File: src/rtl/sipo_deser.sv
// Serial-in/parallel-out deserializer: assembles LSB-first frames of WIDTH bits
// and presents each completed frame through a one-entry valid/ready output stage.
module sipo_deser #(
  parameter int WIDTH = 8
) (
  input  logic                     clk,
  input  logic                     rst,
  input  logic                     shift,
  input  logic                     serial_in,
  input  logic                     clear,
  output logic [WIDTH-1:0]         parallel_out,
  output logic                     out_valid,
  input  logic                     out_ready,
  output logic                     overrun,
  output logic [$clog2(WIDTH)-1:0] bit_count
);

  localparam int CW = $clog2(WIDTH);
  localparam logic [CW-1:0] LAST = CW'(WIDTH - 1);

  // Output stage handshake: a frame is transferred on every rising clk edge
  // where out_valid and out_ready are both high; out_valid never drops without one.
  typedef enum logic {
    EMPTY = 1'b0,
    FULL  = 1'b1
  } state_t;

  state_t           r_state;
  state_t           w_state_nxt;
  logic [WIDTH-2:0] r_shreg;
  logic [WIDTH-1:0] r_pout;
  logic [CW-1:0]    r_cnt;
  logic             r_ovr;

  logic             w_complete;
  logic             w_load;
  logic             w_drop;
  logic [WIDTH-1:0] w_word;

  // Only the upper WIDTH-1 bits need storing; the incoming bit completes the word.
  assign w_word     = {serial_in, r_shreg};
  assign w_complete = shift & ~clear & (r_cnt == LAST);

  always_comb begin
    w_state_nxt = r_state;
    w_load      = 1'b0;
    w_drop      = 1'b0;
    case (r_state)
      EMPTY: begin
        if (w_complete) begin
          w_state_nxt = FULL;
          w_load      = 1'b1;
        end
      end
      FULL: begin
        if (w_complete) begin
          if (out_ready) w_load = 1'b1;
          else           w_drop = 1'b1;
        end else if (out_ready) begin
          w_state_nxt = EMPTY;
        end
      end
      default: w_state_nxt = EMPTY;
    endcase
  end

  always_ff @(posedge clk or posedge rst) begin
    if (rst) begin
      r_state <= EMPTY;
      r_shreg <= '0;
      r_cnt   <= '0;
      r_pout  <= '0;
      r_ovr   <= 1'b0;
    end else begin
      r_state <= w_state_nxt;
      if (clear) begin
        r_shreg <= '0;
        r_cnt   <= '0;
      end else if (shift) begin
        r_shreg <= w_word[WIDTH-1:1];
        r_cnt   <= w_complete ? '0 : r_cnt + 1'b1;
      end
      if (w_load) r_pout <= w_word;
      // A drop never coincides with clear, since clear suppresses completion.
      if (clear)       r_ovr <= 1'b0;
      else if (w_drop) r_ovr <= 1'b1;
    end
  end

  assign parallel_out = r_pout;
  assign out_valid    = (r_state == FULL);
  assign overrun      = r_ovr;
  assign bit_count    = r_cnt;

endmodule
File: config.mk
export PLATFORM = sky130hd
export DESIGN_NAME = sipo_deser
export DESIGN_NICKNAME = d
export VERILOG_FILES = /design/src/rtl/sipo_deser.sv
export SDC_FILE = /design/constraint.sdc
export NUM_CORES = 1
export LEC_CHECK = 0
export BUFFER_PORTS_ARGS = -buffer_cell sky130_fd_sc_hd__buf_2
export CORE_UTILIZATION = 45
export CTS_CLUSTER_DIAMETER = 200
export DETAILED_ROUTE_END_ITERATION = 16
export PLACE_DENSITY = 0.8
export SLEW_MARGIN = 20
export SYNTH_ARGS = -nofsm -noshare
export SYNTH_HDL_FRONTEND = slang
export SYNTH_SLANG_ARGS = --single-unit
export TNS_END_PERCENT = 1
File: constraint.sdc
create_clock -name clk -period 1.8 [get_ports clk]
set_clock_uncertainty 0.2 [all_clocks]
set_input_delay 0.09 -clock clk [delete_from_list [all_inputs] [get_ports clk]]
set_output_delay 0.09 -clock clk [all_outputs]
set_load 0.01 [all_outputs]
==> flow_metrics.env <==
export IMPL_num_rows=15
export IMPL_synth_cells=62
export IMPL_routedWlPerCell_um=11.6
export IMPL_slew_headroom_pct=50.6
export IMPL_die_w_um=44.6
export IMPL_rsz0062_at_grt="true"
export IMPL_slew_violations=0
export IMPL_synth_seq_cells=20
export IMPL_hpwl_um=934
export IMPL_area_growth_pct=28.1
export IMPL_worst_path_largest_cell_delay_ps=400
export IMPL_die_y_um=44.6
export IMPL_postSynthAreaPerCell_um2=13.2
export IMPL_io_buffers=18
export IMPL_via_per_inst=4.90
export IMPL_total_power_w=0.000766
export IMPL_core_area_um2=1710
export IMPL_cts_buffers=3
export IMPL_finalCriticalPeriod_ps=1730
export IMPL_met2_length_um=670
export IMPL_gp_congestion=0.668
export IMPL_leakagePower_nw=0.574
export IMPL_syn_area_um2=818
export IMPL_die_area_um2=1990
export IMPL_hold_path_class="input port to async pin"
export IMPL_cts_num_sinks=20
export IMPL_ant_nets=0
export IMPL_grt_pass1_wl_um=2270
export IMPL_overflow=0
export IMPL_report_final_hold_viol_count=0
export IMPL_yosysSeqAreaShare_pct=61.2
export IMPL_grt_max_degree=21
export IMPL_path_max_fanout=8
export IMPL_fmax_mhz=577
export IMPL_start_util_pct=47.9
export IMPL_wl_met1_um=601
export IMPL_path_clk_slew_ps=100
export IMPL_crit_type="register to register"
export IMPL_cap_violations=0
export IMPL_wl_um=1340
export IMPL_cts_buffer_depth=2
export IMPL_antenna_found_initial=0
export IMPL_slowest_stage="dfrtp_1"
export IMPL_synth_fp_nets=70
export IMPL_finalSetupViolCount=0
export IMPL_status="finished, final reports clean"
export IMPL_drive_above_1_share_pct=40.0
export IMPL_clkLatencyLatePin_ps=290
export IMPL_place_area_um2=953
export IMPL_cp_arrival_ps=1720
export IMPL_drt_initial_drc_count=1
export IMPL_wl_met3_um=46
export IMPL_end_kind="register"
export IMPL_io_pins=19
export IMPL_first_pass_iters=2
export IMPL_root_buffer="clkbuf_4"
export IMPL_n_antenna_cell=0
export IMPL_synth_warnings=0
export IMPL_crit_chain="ha_1 > ha_2 > nand2_2 > nor3_4 > buf_6 > mux2_2"
export IMPL_grt_usage_pct=16.1
export IMPL_fin_util_pct=61.4
export IMPL_reg2reg_depth=6
export IMPL_ir_worst_vdd_v=0.000594
export IMPL_start_kind="register"
export IMPL_vias=564
export IMPL_post_route_period_util_pct=96.2
export IMPL_powerDensity_nw_per_um2=731
export IMPL_tightestPinTransition_ps=740
export IMPL_cts_tree="done"
export IMPL_highest_layer="met4"
export IMPL_drc=0
export IMPL_critPathRequiredTime_ps=1790
export IMPL_fin_area_um2=1050
export IMPL_nets=99
export IMPL_grt_pass1_vias=553
export IMPL_synthDistinctLibCells=16
export IMPL_cts_max_level=1
[layout by cell type, fill, tap and decap left out, drive strengths merged]
| cell | instances |
|---|---|
| buf | 21 |
| mux2 | 8 |
| nand2 | 2 |
| ha | 2 |
| clkbuf | 4 |
| a31oi | 1 |
| inv | 2 |
| nand3b | 1 |
| nor2 | 10 |
| o21bai | 1 |
| a21oi | 2 |
| dfrtp | 20 |
| nor3 | 1 |
| nor2b | 1 |
| dlygate4sd3 | 5 |
| nor3b | 1 |
| mux2i | 8 |
[timing repair]
item / in CTS / in global routing
hold buffers: 5 / 0
hold endpoints to repair: 33 / 0
gates resized for setup: 0 / 3
setup endpoints to repair: 0 / 8
buffers inserted: 0 / 0
[state kept, by name, summed over array words and instances, names as in the netlist]
name          count
parallel_out      8
r_shreg           7
overrun           1
out_valid         1
bit_count         3
[critical path: cells and delay by family, from the launching register on]
family,cells,cell delay [ps]
adder cells (fa/ha/maj),2,340
AND/OR/NAND/NOR,2,190
buffers and inverters,1,160
multiplexers,1,340
flip-flops,1,400
[stage by stage]
stage / hold slack [ps] / std cells / setup TNS [ps] / setup slack [ps]
after floorplan: -146 / 62 / -43.8 / -5.59
after global placement: 40.8 / 106 / 0 / 70.6
after detailed placement: 51.8 / 106 / 0 / 32.3
after CTS: 275 / 115 / 0 / 9.56
after global routing: 328 / 115 / -18.9 / -5.81
final: 256 / 115 / 0 / 68.0
[layer usage]
layer  vias to the layer above  GRT usage [%]
li1                        266              -
met1                       281           17.4
met2                        15           28.8
met3                         2           4.90
met4                         0           7.27
met5                         -              0
[area by class of cell]
| cell class | count | area, um^2 |
|---|---|---|
| flip-flops and latches | 20 | 500 |
| well taps | 25 | 31.3 |
| inverters | 2 | 7.51 |
| fillers | 152 | 659 |
| repair buffers | 26 | 166 |
| multi-input cells | 38 | 307 |
| clock buffers | 4 | 36.3 |
[Yosys cell counts, drive strengths merged]
library cell  number  share of area, %
dfrtp             20                61
nor2              10               4.6
mux2               8                11
mux2i              8               9.8
a21oi              2               1.2
ha                 2               3.1
inv                2              0.92
nand2              2              0.92
a31oi              1              0.77
buf                1              0.61
clkbuf             1              0.46
nand3b             1              0.92
nor2b              1              0.77
nor3               1               2.0
nor3b              1              0.92
o21bai             1              0.92
[report_power, final]
part           internal, W  total [W]  switching [W]  leakage [nW]
sequential        0.000455   0.000460     0.00000516         0.277
clock             0.000123   0.000250       0.000126        0.0210
combinational    0.0000251  0.0000563      0.0000312         0.276
[cell families after synthesis]
logic type	share of synthesized area [%]
flops	61.2
mux	20.8
simple gates	10.1
compound gates	2.91
buf+inv	1.99
fa+ha+maj	3.06
[worst paths after layout]
path | start | endpoint | slack (ps)
setup / recovery | bit_count[0] | parallel_out[1] | 70
max in group asynchronous | rst | parallel_out[0] | 680
hold reg to reg | overrun | overrun | 310
min in group clk | overrun | overrun | 310
setup reg to reg | bit_count[0] | parallel_out[1] | 70
hold / removal | rst | bit_count[1] | 260
Power figures use the tool's default switching activity.
